==> src/rtl/id_ex_decode_stage.sv <==
// id_ex_decode_stage
//   Decode stage in front of the ALU. Fetched instructions arrive over a
//   valid/ready handshake. The RV32I subset is decoded into ALU control
//   (alu_signal, func_code, imm) and memory/writeback flags. The result is
//   held in the ID/EX pipeline register.
//   The stage inserts exactly one bubble on a load-use hazard. A branch flush
//   squashes both the held instruction and the incoming one.
//
// Configuration macro: ILLEGAL_TRAP_EN
//   Defined     : unknown opcodes are marked with ex_illegal=1.
//   Not defined : unknown opcodes pass through as a silent NOP, and the
//                 ex_illegal port does not exist.
//
// Ports
//   clk, rst          clock, synchronous active-high reset
//   if_valid/if_ready fetch handshake
//   if_inst, if_pc    instruction word and its address
//   flush             branch mispredict, kills held and incoming instruction
//   ex_valid/ex_ready ID/EX register handshake towards EX
//   ex_alu_signal     ALU operation class (ALU_NOP..IMM codes)
//   ex_func_code      {inst[30], funct3} for R-type, {1'b0, funct3} otherwise
//   ex_imm            sign-extended immediate
//   ex_pc             pc of the held instruction
//   ex_rs1/ex_rs2     source indices, 0 when the source is unused
//   ex_rd             destination index, 0 when nothing is written back
//   ex_mem_read/ex_mem_write/ex_reg_write/ex_branch   control flags
//   ex_illegal        unknown opcode marker (ILLEGAL_TRAP_EN only)

`ifndef ALU_NOP
`define ALU_NOP     3'd0
`define BINARY      3'd1
`define IMM_BINARY  3'd2
`define BRANCH_COND 3'd3
`define MEM_ADDR    3'd4
`define PC_BASED    3'd5
`define IMM         3'd6
`endif

module id_ex_decode_stage #(
    parameter int LEN = 32
) (
    input  logic           clk,
    input  logic           rst,
    input  logic           if_valid,
    output logic           if_ready,
    input  logic [LEN-1:0] if_inst,
    input  logic [LEN-1:0] if_pc,
    input  logic           flush,
    output logic           ex_valid,
    input  logic           ex_ready,
    output logic [2:0]     ex_alu_signal,
    output logic [3:0]     ex_func_code,
    output logic [LEN-1:0] ex_imm,
    output logic [LEN-1:0] ex_pc,
    output logic [4:0]     ex_rs1,
    output logic [4:0]     ex_rs2,
    output logic [4:0]     ex_rd,
    output logic           ex_mem_read,
    output logic           ex_mem_write,
    output logic           ex_reg_write,
`ifdef ILLEGAL_TRAP_EN
    output logic           ex_illegal,
`endif
    output logic           ex_branch
);

    localparam logic [6:0] OP_R      = 7'b0110011;
    localparam logic [6:0] OP_I      = 7'b0010011;
    localparam logic [6:0] OP_LOAD   = 7'b0000011;
    localparam logic [6:0] OP_STORE  = 7'b0100011;
    localparam logic [6:0] OP_BRANCH = 7'b1100011;
    localparam logic [6:0] OP_AUIPC  = 7'b0010111;
    localparam logic [6:0] OP_LUI    = 7'b0110111;

    logic [31:0] inst;
    logic [6:0]  opcode;
    logic [2:0]  funct3;
    logic [31:0] imm_i, imm_s, imm_b, imm_u;

    assign inst   = if_inst[31:0];
    assign opcode = inst[6:0];
    assign funct3 = inst[14:12];

    assign imm_i = {{20{inst[31]}}, inst[31:20]};
    assign imm_s = {{20{inst[31]}}, inst[31:25], inst[11:7]};
    assign imm_b = {{19{inst[31]}}, inst[31], inst[7], inst[30:25], inst[11:8], 1'b0};
    assign imm_u = {inst[31:12], 12'b0};

    // Decoded view of the incoming instruction
    logic [2:0]  d_alu;
    logic [3:0]  d_func;
    logic [31:0] d_imm32;
    logic [4:0]  d_rs1, d_rs2, d_rd;
    logic        d_mem_read, d_mem_write, d_reg_write, d_branch, d_illegal;

    always_comb begin
        d_alu       = `ALU_NOP;
        d_func      = {1'b0, funct3};
        d_imm32     = '0;
        d_rs1       = '0;
        d_rs2       = '0;
        d_rd        = '0;
        d_mem_read  = 1'b0;
        d_mem_write = 1'b0;
        d_reg_write = 1'b0;
        d_branch    = 1'b0;
        d_illegal   = 1'b0;
        unique case (opcode)
            OP_R: begin
                d_alu       = `BINARY;
                d_func      = {inst[30], funct3};
                d_rs1       = inst[19:15];
                d_rs2       = inst[24:20];
                d_rd        = inst[11:7];
                d_reg_write = 1'b1;
            end
            OP_I: begin
                d_alu       = `IMM_BINARY;
                d_imm32     = imm_i;
                d_rs1       = inst[19:15];
                d_rd        = inst[11:7];
                d_reg_write = 1'b1;
            end
            OP_LOAD: begin
                d_alu       = `MEM_ADDR;
                d_imm32     = imm_i;
                d_rs1       = inst[19:15];
                d_rd        = inst[11:7];
                d_mem_read  = 1'b1;
                d_reg_write = 1'b1;
            end
            OP_STORE: begin
                d_alu       = `MEM_ADDR;
                d_imm32     = imm_s;
                d_rs1       = inst[19:15];
                d_rs2       = inst[24:20];
                d_mem_write = 1'b1;
            end
            OP_BRANCH: begin
                d_alu    = `BRANCH_COND;
                d_imm32  = imm_b;
                d_rs1    = inst[19:15];
                d_rs2    = inst[24:20];
                d_branch = 1'b1;
            end
            OP_AUIPC: begin
                d_alu       = `PC_BASED;
                d_imm32     = imm_u;
                d_rd        = inst[11:7];
                d_reg_write = 1'b1;
            end
            OP_LUI: begin
                d_alu       = `IMM;
                d_imm32     = imm_u;
                d_rd        = inst[11:7];
                d_reg_write = 1'b1;
            end
            default: begin
                d_illegal = 1'b1;
            end
        endcase
        // Writes to x0 are dropped here so downstream never sees rd=0 with reg_write=1
        if (d_rd == 5'd0) begin
            d_reg_write = 1'b0;
        end
    end

    // Unused sources decode to index 0, and x0 can never match a nonzero ex_rd,
    // so the plain equality compare already covers the "if used" qualifier.
    logic hz;
    logic advance;

    assign hz = ex_valid && ex_mem_read && (ex_rd != 5'd0) &&
                ((d_rs1 == ex_rd) || (d_rs2 == ex_rd));
    assign advance  = !ex_valid || ex_ready;
    assign if_ready = advance && !hz && !flush && !rst;

    logic ill_q;

    always_ff @(posedge clk) begin
        if (rst || flush) begin
            ex_valid      <= 1'b0;
            ex_alu_signal <= `ALU_NOP;
            ex_func_code  <= '0;
            ex_imm        <= '0;
            ex_pc         <= '0;
            ex_rs1        <= '0;
            ex_rs2        <= '0;
            ex_rd         <= '0;
            ex_mem_read   <= 1'b0;
            ex_mem_write  <= 1'b0;
            ex_reg_write  <= 1'b0;
            ex_branch     <= 1'b0;
            ill_q         <= 1'b0;
        end else if (advance) begin
            if (if_valid && if_ready) begin
                ex_valid      <= 1'b1;
                ex_alu_signal <= d_alu;
                ex_func_code  <= d_func;
                ex_imm        <= LEN'($signed(d_imm32));
                ex_pc         <= if_pc;
                ex_rs1        <= d_rs1;
                ex_rs2        <= d_rs2;
                ex_rd         <= d_rd;
                ex_mem_read   <= d_mem_read;
                ex_mem_write  <= d_mem_write;
                ex_reg_write  <= d_reg_write;
                ex_branch     <= d_branch;
                ill_q         <= d_illegal;
            end else begin
                // Bubble: nothing offered, or a load-use hazard is being resolved
                ex_valid      <= 1'b0;
                ex_alu_signal <= `ALU_NOP;
                ex_func_code  <= '0;
                ex_imm        <= '0;
                ex_pc         <= '0;
                ex_rs1        <= '0;
                ex_rs2        <= '0;
                ex_rd         <= '0;
                ex_mem_read   <= 1'b0;
                ex_mem_write  <= 1'b0;
                ex_reg_write  <= 1'b0;
                ex_branch     <= 1'b0;
                ill_q         <= 1'b0;
            end
        end
    end

`ifdef ILLEGAL_TRAP_EN
    assign ex_illegal = ill_q;
`else
    // Without the trap, an unknown opcode is still held as a valid ALU_NOP
    logic unused_ill;
    assign unused_ill = ill_q;
`endif

endmodule
==> config.mk <==
export PLATFORM = sky130hd
export DESIGN_NAME = id_ex_decode_stage
export DESIGN_NICKNAME = d
export VERILOG_FILES = /design/src/rtl/id_ex_decode_stage.sv
export SDC_FILE = /design/constraint.sdc
export NUM_CORES = 1
export LEC_CHECK = 0
export ABC_AREA = 1
export CORE_UTILIZATION = 44
export CTS_CLUSTER_DIAMETER = 120
export DETAILED_ROUTE_END_ITERATION = 10
export GPL_ROUTABILITY_DRIVEN = 0
export HOLD_SLACK_MARGIN = 0.03
export PLACE_DENSITY = 0.8
export SKIP_LAST_GASP = 1
export SYNTH_ARGS = -nofsm -noshare
export SYNTH_HDL_FRONTEND = slang
export SYNTH_SLANG_ARGS = --single-unit
==> constraint.sdc <==
create_clock -name clk -period 2.24 [get_ports clk]
set_input_delay 0.448 -clock clk [delete_from_list [all_inputs] [get_ports clk]]
set_output_delay 0.448 -clock clk [all_outputs]
set_load 0.005 [all_outputs]
==> reports/results.tsv <==
stage	metric	value	unit
setup_path	Worst Path Max Fanout	5	
clock_tree	CTS max path bufs	2	
status	failing checks	negative setup slack	
global_routing	GR Util met2	47.64	%
setup_path	critical path class	primary input to primary output	
hold_path	hold path startpoint	ex_rs2[4]	
synth	syn nets	657	
routing	Post-DRT Antenna Nets	0	
synth	Yosys cell types	28	
routing	Starting DRT DRC Count	343	
finish	layout cells sized above 1	14.10	%
placed_design	number of port buffers	160	
clock_tree	CTS Sinks	91	
routing	DR WL/cell	16.22	um
finish	fillers	755	
synth	yosys warns	0	
sta	Worst Skew	0.01477	ns
finish	non-filler cells, final	895	
sta	Min Clock Period, post-route	2.288	ns
setup_path	CP required	1.79	ns
setup_path	R2R Setup Slk	0.30	ns
setup_path	reg2reg end	ex_pc[3]	
routing	Vias	4961	
floorplan	Die H	100.0	um
finish	P&R area growth vs syn	54.91	%
routing	drt first pass iters	5	
placed_design	post-DP HPWL	9.276	mm
sta	fin. max-slew vios	0	
setup_path	crit path launch type	primary input	
sta	crit share post-route	102.2	%
clock_tree	CTS tree	built	
power_and_ir_drop	Leak	2.414	nW
global_routing	GR Util met3	3.412	%
routing	Post-Route WL	14.52	mm
power_and_ir_drop	PwrDens	473.3	nW/um^2
hold_path	class of the worst hold path	register to register	
floorplan	I/O pin count	161	
finish	final core occ	70.57	%
sta	final worst slack	-0.04846	ns
clock_tree	Clock Latency Late Sink	0.36	ns
finish	Final nets	831	
sta	worst-margin pin slew	0.9223	ns
finish	most common cell after layout, fill and taps aside	clkdlybuf4s50_1	
routing	vias per cell	5.543	
floorplan	Initial Utilization	45.55	%
clock_tree	Root Buffer	clkbuf_8	
synth	post-synthesis sequential area ratio	43.08	%
sta	RSZ-0062 raised after global routing	yes	
sta	Max Clk Rate	0.4370	GHz
sta	setup TNS	-0.04846	ns
clock_tree	TritonCTS buffer count	9	
setup_path	FF-to-FF Start	ex_valid	
global_routing	vias in the first global route	4616	
placed_design	dpl cells	869	
synth	synthesized area per cell	7.192	um^2
hold_path	Hold Path End	ex_rs2[4]	
clock_tree	H-tree depth	3	
sta	worst hold slack	0.4691	ns
synth	post-synthesis cell area	4229	um^2
global_routing	initial antenna violation count	0	
routing	drt drc	0	
finish	highest-count cells in the layout ignoring fill and taps	151 x clkdlybuf4s50_1, 122 x nand2_1, 92 x nand4_1, 91 x a21oi_1, 91 x dfxtp_1	
power_and_ir_drop	Peak VDD IR	0.3263	mV
clock_tree	Clk pin slew, worst setup/hold paths	0.09	ns
power_and_ir_drop	Pwr Total	3.101	mW
synth	FF+latch count, synth	91	
setup_path	Arr. time, crit path	1.84	ns
sta	max_slew headroom	38.51	%
global_routing	largest net degree at the start of global routing	92	
hold_path	hold depth	2	
floorplan	die area	10010	um^2
global_routing	GRT Resource Usage Total	27.98	%
synth	Cells after Synth	588	
global_routing	most used routing layer	met2	
floorplan	Core ar.	9284	um^2
finish	number of diodes	0	
global_routing	GR Util met1	35.95	%
floorplan	DIE WIDTH	100.0	um
setup_path	CP endpoint kind	primary output	
global_routing	GRT Residual Overflow	0	
run	max-cap check violation count	0	
sta	Setup-failing EPs final	1	
setup_path	Worst R2R Path Depth	6	
sta	final-report hold violation count	0	
status	status	finished with violations	
global_routing	first-pass GRT wire length	22.46	mm
floorplan	num rows	35	
## cells in the mapped netlist (all sizes together)
cell type	count	area [um^2]
nand4	92	575.6
nand2	135	521.8
xor2	1	8.760
a21oi	92	471.7
clkbuf	40	150.1
buf	12	112.6
o311ai	1	8.760
o21ai	29	145.1
o211ai	1	7.510
dfxtp	91	1822
and3	1	6.260
o22ai	1	6.260
o221ai	1	8.760
nor4	1	6.260
or2	1	6.260
inv	51	191.4
a21boi	1	7.510
nor3	4	20.02
nor2	18	72.57
nand3b	2	15.01
nand3	13	65.06
## repair_timing
action | CTS | global route
hold buffers | 0 | 0
buffers inserted | 5 | 2
gates cloned | 2 | 2
pin swaps | 13 | 6
endpoints found under the setup margin | 92 | 13
resized for setup | 52 | 10
## flip-flops by register name (all words and copies together), names as in the netlist
| register | cells |
|---|---|
| ex_rs2 | 5 |
| ex_func_code | 4 |
| ex_rs1 | 5 |
| ex_pc | 32 |
| ex_valid | 1 |
| ex_alu_signal | 3 |
| ex_rd | 5 |
| ex_imm | 32 |
| ex_branch | 1 |
| ex_mem_write | 1 |
| ex_mem_read | 1 |
| ex_reg_write | 1 |
## critical path: stages
cell and delay [ns]:
clkdlybuf4s15_2 0.19, nand2_2 0.08, clkinv_4 0.09, nand2_4 0.08, a21oi_4 0.25, nand2_2 0.10, xor2_1 0.16, nand3_1 0.11
nand2_2 0.07, a21boi_2 0.13, buf_2 0.12
## routing by layer
metal | up-vias | routed length [um]
met3 | 47 | 1033
li1 | 2369 | -
met5 | - | 0
met4 | 0 | 432
met2 | 269 | 7107
met1 | 2276 | 5943
## how the worst max path moves through the flow
stage               start        to  depth (start not counted)
3_5_place_dp   if_inst[4]  if_ready                          9
3_3_place_gp   if_inst[5]  if_ready                          9
6_report       if_inst[0]  if_ready                         11
5_1_grt        if_inst[0]  if_ready                         11
4_1_cts        if_inst[4]  if_ready                         10
2_1_floorplan       flush  if_ready                          5
## per-stage QoR
stage,area [um^2],worst slack [ns]
after floorplan,4229,0.1594
after global placement,6122,-0.7768
after detailed placement,6122,-0.8261
after CTS,6459,0.02065
after global routing,6551,-0.1382
final,6551,-0.04846
## kinds of logic after synthesis
family	count (synthesis)	share of synthesized area (%)
AOI/OAI and AO/OA	126	15.50
xor gates and xnor gates	1	0.2071
and+or+nand+nor	267	30.47
DFF	91	43.08
buffers and inverters	103	10.74
## final cells by class
class	instances	area, um^2	area share, %
timing repair buffer	213	2068	31.57
sequential	91	1822	27.81
multi-input combinational	396	2113	32.26
inverter	51	196.4	2.998
clock buffer	10	127.6	1.948
clock inverter	5	62.56	0.9549
tap	129	161.4	2.464
## power by group
part           internal (mW)  switching (mW)
logic                  0.174           0.185
clock network          0.521           0.593
registers               1.62         0.00413
(Power assumes the default switching activity.)
